## src/rtl/m68k_region_decoder_pkg.sv

```systemverilog
// m68k_decode_pkg: bus-cycle state type, field widths and a packed-table field extractor for the 68000 decoder
package m68k_decode_pkg;
    localparam int ADDR_W = 24;
    localparam int WAIT_W = 4;
    localparam int IDX_W = 5;
    localparam int TBL_W = 32 * ADDR_W;

    typedef enum logic [2:0] {IDLE, DECODE, WAIT, ACK, UNMAP} state_t;

    function automatic logic [31:0] region_field(input logic [TBL_W-1:0] tbl, input int idx, input int width);
        return 32'(tbl >> (idx * width)) & ((32'd1 << width) - 32'd1);
    endfunction
endpackage

```

## src/rtl/m68k_region_decoder_region_match.sv

```systemverilog
// region_match: N-way inclusive address range compare with lowest-index priority
module region_match
    import m68k_decode_pkg::*;
#(
    parameter int N_REGIONS = 8,
    parameter logic [N_REGIONS*ADDR_W-1:0] REG_START = '0,
    parameter logic [N_REGIONS*ADDR_W-1:0] REG_END = '0
) (
    input  logic [ADDR_W-1:0] addr,
    output logic              hit,
    output logic [IDX_W-1:0]  idx
);
    logic [N_REGIONS-1:0] in_range;

    for (genvar g = 0; g < N_REGIONS; g++) begin : g_rng
        assign in_range[g] = addr >= ADDR_W'(region_field(TBL_W'(REG_START), g, ADDR_W)) &&
                             addr <= ADDR_W'(region_field(TBL_W'(REG_END), g, ADDR_W));
    end

    assign hit = |in_range;

    // descending scan leaves the lowest matching index standing
    always_comb begin
        idx = '0;
        for (int i = N_REGIONS - 1; i >= 0; i--)
            if (in_range[i]) idx = IDX_W'(i);
    end
endmodule

```

## src/rtl/m68k_region_decoder.sv

```systemverilog
// m68k_region_decoder: registered 68000 region decode, wait states and DTACK; define BERR_TIMEOUT_EN for the bus-error timeout
module m68k_region_decoder
    import m68k_decode_pkg::*;
#(
    parameter int N_REGIONS = 8,
    parameter logic [N_REGIONS*ADDR_W-1:0] REG_START = {24'h1A0000, 24'h190000, 24'h180000, 24'h200000,
                                                         24'h140000, 24'h100000, 24'h100000, 24'h000000},
    parameter logic [N_REGIONS*ADDR_W-1:0] REG_END   = {24'h1AFFFF, 24'h19FFFF, 24'h18FFFF, 24'h2FFFFF,
                                                         24'h14FFFF, 24'h11FFFF, 24'h10FFFF, 24'h07FFFF},
    parameter logic [N_REGIONS*WAIT_W-1:0] REG_WAIT  = 32'h00F2_5310,
    parameter logic [N_REGIONS-1:0]        REG_EXTRDY = 8'h10,
    parameter int BERR_CYCLES = 255
) (
    input  logic                 clk_sys,
    input  logic                 reset_n,
    input  logic [ADDR_W-1:0]    cpu_a,
    input  logic                 cpu_as_n,
    input  logic [1:0]           cpu_ds_n,
    input  logic                 ext_ready,
    output logic [N_REGIONS-1:0] cs,
    output logic [IDX_W-1:0]     hit_idx,
    output logic                 cpu_dtack_n,
    output logic                 cpu_berr_n,
    output logic                 busy
);
    if (N_REGIONS < 1 || N_REGIONS > 32 || BERR_CYCLES < 1 || BERR_CYCLES > 255) begin : g_bad_cfg
        $error("m68k_region_decoder: parameter out of range");
    end

    state_t               state, state_d;
    logic [WAIT_W-1:0]    cnt, cnt_d;
    logic [N_REGIONS-1:0] cs_d;
    logic [IDX_W-1:0]     idx_d, match_idx;
    logic                 match_hit, dtack_d, ext_pend, ack_go;

    region_match #(.N_REGIONS(N_REGIONS), .REG_START(REG_START), .REG_END(REG_END)) u_match (
        .addr(cpu_a),
        .hit (match_hit),
        .idx (match_idx)
    );

    // ext_ready only matters once the wait count has run out; earlier pulses are not remembered
    assign ext_pend = 1'(region_field(TBL_W'(REG_EXTRDY), int'(hit_idx), 1)) && !ext_ready;
    assign ack_go   = cnt == '0 && !ext_pend && cpu_berr_n;
    assign busy     = state != IDLE;

    always_comb begin
        state_d = state;
        cnt_d   = cnt;
        cs_d    = cs;
        idx_d   = hit_idx;
        dtack_d = 1'b1;
        if (state != IDLE && cpu_as_n) begin
            state_d = IDLE;
            cnt_d   = '0;
            cs_d    = '0;
            idx_d   = '0;
        end else begin
            unique case (state)
                IDLE:   state_d = (!cpu_as_n && cpu_ds_n != 2'b11) ? DECODE : IDLE;
                DECODE: begin
                    state_d = match_hit ? WAIT : UNMAP;
                    cs_d    = match_hit ? N_REGIONS'(1) << match_idx : '0;
                    idx_d   = match_hit ? match_idx : '0;
                    cnt_d   = match_hit ? WAIT_W'(region_field(TBL_W'(REG_WAIT), int'(match_idx), WAIT_W)) : '0;
                end
                WAIT: begin
                    cnt_d   = cnt != '0 ? cnt - WAIT_W'(1) : cnt;
                    state_d = ack_go ? ACK : WAIT;
                    dtack_d = !ack_go;
                end
                ACK:    dtack_d = 1'b0;
                default: ;
            endcase
        end
    end

    always_ff @(posedge clk_sys or negedge reset_n) begin
        if (!reset_n) begin
            state       <= IDLE;
            cnt         <= '0;
            cs          <= '0;
            hit_idx     <= '0;
            cpu_dtack_n <= 1'b1;
        end else begin
            state       <= state_d;
            cnt         <= cnt_d;
            cs          <= cs_d;
            hit_idx     <= idx_d;
            cpu_dtack_n <= dtack_d;
        end
    end

`ifdef BERR_TIMEOUT_EN
    logic [7:0] tmo, tmo_d;
    logic       berr_d;

    // the timeout runs while the cycle can only end by CPU abort: unmapped, or stalled on ext_ready
    always_comb begin
        tmo_d  = '0;
        berr_d = 1'b1;
        if (!cpu_as_n && (state == UNMAP || (state == WAIT && cnt == '0 && ext_pend))) begin
            berr_d = cpu_berr_n && tmo != 8'(BERR_CYCLES - 1);
            tmo_d  = cpu_berr_n ? tmo + 8'd1 : tmo;
        end
    end

    always_ff @(posedge clk_sys or negedge reset_n) begin
        if (!reset_n) begin
            tmo        <= '0;
            cpu_berr_n <= 1'b1;
        end else begin
            tmo        <= tmo_d;
            cpu_berr_n <= berr_d;
        end
    end
`else
    assign cpu_berr_n = 1'b1;
`endif
endmodule

```

## config.mk

```make
export PLATFORM = sky130hd
export DESIGN_NAME = m68k_region_decoder
export DESIGN_NICKNAME = d
export VERILOG_FILES = /design/src/rtl/m68k_region_decoder_pkg.sv /design/src/rtl/m68k_region_decoder_region_match.sv /design/src/rtl/m68k_region_decoder.sv
export SDC_FILE = /design/constraint.sdc
export NUM_CORES = 1
export LEC_CHECK = 0
export ABC_AREA = 1
export BUFFER_PORTS_ARGS = -buffer_cell sky130_fd_sc_hd__buf_2
export CAP_MARGIN = 20
export CORE_ASPECT_RATIO = 0.7
export CORE_MARGIN = 2
export CORE_UTILIZATION = 40
export CTS_CLUSTER_DIAMETER = 40
export CTS_CLUSTER_SIZE = 25
export DETAILED_ROUTE_END_ITERATION = 7
export PLACE_DENSITY_LB_ADDON = 0.1
export RECOVER_POWER = 100
export SKIP_LAST_GASP = 1
export SYNTH_ARGS = -nofsm -noshare
export SYNTH_HDL_FRONTEND = slang
export SYNTH_HIERARCHICAL = 1
export SYNTH_SLANG_ARGS = --single-unit
export TNS_END_PERCENT = 20
```

## constraint.sdc

```tcl
create_clock -name clk_sys -period 1.74 [get_ports clk_sys]
set_input_delay 0.087 -clock clk_sys [delete_from_list [all_inputs] [get_ports clk_sys]]
set_output_delay 0.087 -clock clk_sys [all_outputs]
set_load 0.1 [all_outputs]
```

==> results.md <==
| Result | Value | Unit |
|---|---|---|
| Cell at the root of the clock tree | sky130_fd_sc_hd__clkbuf_8 | - |
| Post-route worst setup slack | 0.199 | ns |
| First-pass GRT wire length | 5090 | um |
| Result of the run | finished clean | - |
| Final Hold Viols | 0 | - |
| Clock slew at reported path FFs | 0.08 | ns |
| Uppermost signal routing layer after detailed routing | met3 | - |
| Placement Rows | 18 | - |
| Number of cells traversed by the worst hold path | 4 | - |
| Number of buffers inserted by port buffering | 28 | - |
| HPWL after DPL | 2460 | um |
| Bufs on Longest Clock Path | 2 | - |
| Hold EP | state[0]$_DFFE_PN0P_ | - |
| Post-synthesis sequential element count | 21 | - |
| Reg2reg start | state[1]$_DFFE_PN0P_ | - |
| Pins Over Slew Limit | 0 | - |
| Antenna violations before repair | 0 | - |
| Min Tclk post-route | 1.54 | ns |
| Source of the worst hold timing path | cpu_as_n | - |
| Via count | 1,310 | - |
| Unrepaired setup endpoints after global routing | false | - |
| Met3 wire len | 120 | um |
| Die outline area | 0.00405 | sq mm |
| Total Neg Setup Slack | 0 | ns |
| Area of all placed cells without fillers | 0.00166 | sq mm |
| H-tree levels | 1 | - |
| Max-cap check violation count | 0 | - |
| Peak clock frequency supported by timing | 649 | MHz |
| Lkg Pwr | 0.911 | nW |
| DRC violations left | 0 | - |
| # clock sinks | 21 | - |
| Synthesis-to-finish area growth | 16.7 | % |
| Worst IR Drop VDD | 0.000686 | V |
| Iteration count of the initial detailed-routing pass | 4 | - |
| Worst setup skew after layout | 0.00545 | ns |
| Total detailed-routing wirelength | 3060 | um |
| Path category of the worst min-delay check | in -> reg | - |
| Count of distinct cell types in the synthesized netlist | 28 | - |
| Critical R2R Capture | cnt[3]$_DFFE_PN0P_ | - |
| Kind of capture point of the worst setup path | flop | - |
| Nature of the critical path startpoint | flop | - |
| Arrival time at the worst endpoint | 1.71 | ns |
| Overall power of the completed layout | 0.00218 | W |
| Starting density of the core | 0.409 | - |
| Part of the Yosys area used for sequential elements | 0.371 | - |
| Final cycle utilization of the critical path | 0.886 | - |
| Post-synthesis instance area | 0.00142 | sq mm |
| Maximum number of pins on one net before global-route repair | 22 | - |
| GPL Wtd Cong | 0.794 | - |
| Num CTS Buffers | 3 | - |
| CTS tree | done | - |
| Number of nets with antenna violations after routing | 0 | - |
| Relative slew margins | 0.236 | - |
| All-layer global routing usage | 0.167 | - |
| Synthesized instance count | 211 | - |
| Post-layout nets | 276 | - |
| Yosys warns | 6 | - |
| Worst-Margin Slew | 1.15 | ns |
| Core area | 0.00347 | sq mm |
| Max FO, Critical Path | 10 | - |
| Via count of the first global-routing pass | 1,107 | - |
| Die X-Extent | 75.2 | um |
| Average wire per cell in the routed design | 10.4 | um |
| Register-to-Register Path Depth | 6 | - |
| Chip height | 53.9 | um |
| Worst Path Required | 1.91 | ns |
| Min Hold Slack | 0.152 | ns |
| Most common cell after layout, fill and taps aside | sky130_fd_sc_hd__nand2_1 | - |
| Syn_area_per_cell | 6.73 | sq um |
| Diodes inserted | 0 | - |
| Length of routed wiring on met1 | 1770 | um |
| IO Count | 46 | - |
| Commonest cells after routing, fill and taps aside | sky130_fd_sc_hd__nand2_1 (57), sky130_fd_sc_hd__inv_1 (28), sky130_fd_sc_hd__nor2_1 (28), sky130_fd_sc_hd__nand3_1 (25), sky130_fd_sc_hd__dfrtp_1 (20) | - |
| Number of gates resized after CTS | 0 | - |
| Total power per unit cell area | 1320 | mW/mm^2 |
| Proportion of layout cells with a drive suffix above 1 | 0.205 | - |
| Pre-CTS setup slack | 0.167 | ns |
| WL met2 | 1170 | um |
| Number of DRC markers after the initial detailed-route iteration | 79 | - |
| Post-detailed-route via-to-cell ratio | 4.46 | - |
| Clk_lat worst skew | 0.26 | ns |
| Setup violation total in the final timing report | 0 | - |
| Worst reg2reg setup slack | 0.20 | ns |
| Congestion Overflow GR | 0 | - |
| Setup CP Type | reg -> reg | - |
| Cell area reported after detailed placement | 0.00162 | sq mm |
[cell type report]
class,count,area [sq um]
clock buffer,4,45.0
inverter,30,114
fill,384,1810
tap,50,62.6
timing repair buffer,34,184
multi-input combinational,155,724
sequential,21,527
[worst max-delay path, cell delays in order (launching register included)]
cell	delay [ns]
sky130_fd_sc_hd__dfrtp_1	0.43
sky130_fd_sc_hd__nor2_2	0.16
sky130_fd_sc_hd__nand2_1	0.11
sky130_fd_sc_hd__nand2_1	0.27
sky130_fd_sc_hd__clkbuf_2	0.30
sky130_fd_sc_hd__nand3_1	0.09
sky130_fd_sc_hd__o21ai_0	0.09
[power breakdown]
group / internal, W / switching, W
combinational: 0.000260 / 0.000972
clock: 0.000163 / 0.000152
sequential: 0.000577 / 0.0000579
[cells in the mapped netlist (all sizes together)]
cell,count,share of area
ha,1,0.0088
buf,6,0.033
a21oi,6,0.021
nand3,27,0.11
o21ai,17,0.060
nor2,32,0.099
nor3,2,0.0070
clkinv,1,0.0035
nand3b,1,0.0053
dfstp,1,0.019
conb,2,0.0053
a21boi,1,0.0079
nand4,2,0.0088
nand2,61,0.18
inv,29,0.077
dfrtp,20,0.35
or2,2,0.0088
[stage by stage]
stage / utilization / std cells
after global routing: 0.478 / 294
after global placement: 0.466 / 289
after floorplan: - / 212
after CTS: 0.482 / 294
after detailed placement: 0.466 / 289
final: 0.478 / 294
[flip-flops by register name, indices dropped and copies added, names as in the netlist]
| name | flops |
|---|---|
| cpu_dtack_n | 1 |
| cs | 8 |
| cnt | 4 |
| state | 3 |
| hit_idx | 5 |
[timing repair]
action                    in CTS  in global routing
hold buffers                   1                  0
hold endpoints to repair      20                  0
setup buffers                  0                  0
[per-layer routing]
layer  up-vias  GRT usage
met5         -          0
met4         0     0.0351
met3         0     0.0337
met2        33      0.243
met1       547      0.254
li1        730          -
[worst max-delay path by stage]
stage | start | end
after CTS | state[1]$_DFFE_PN0P_ | cs[2]$_DFFE_PN0P_
after global routing | state[1]$_DFFE_PN0P_ | cs[3]$_DFFE_PN0P_
final | state[1]$_DFFE_PN0P_ | cnt[3]$_DFFE_PN0P_
after floorplan | state[1]$_DFFE_PN0P_ | hit_idx[1]$_DFFE_PN0P_
after detailed placement | cpu_a[23] | cnt[3]$_DFFE_PN0P_
after global placement | cpu_a[23] | cnt[3]$_DFFE_PN0P_
[cell families after synthesis]
family | Yosys count | share of synthesized area
AOI/OAI and AO/OA | 24 | 0.0890
adders and majority gates | 1 | 0.00881
buffers and inverters | 36 | 0.113
DFF | 21 | 0.371
other | 2 | 0.00529
and+or+nand+nor | 127 | 0.413
Note: power is estimated with default switching activity, not from simulation.
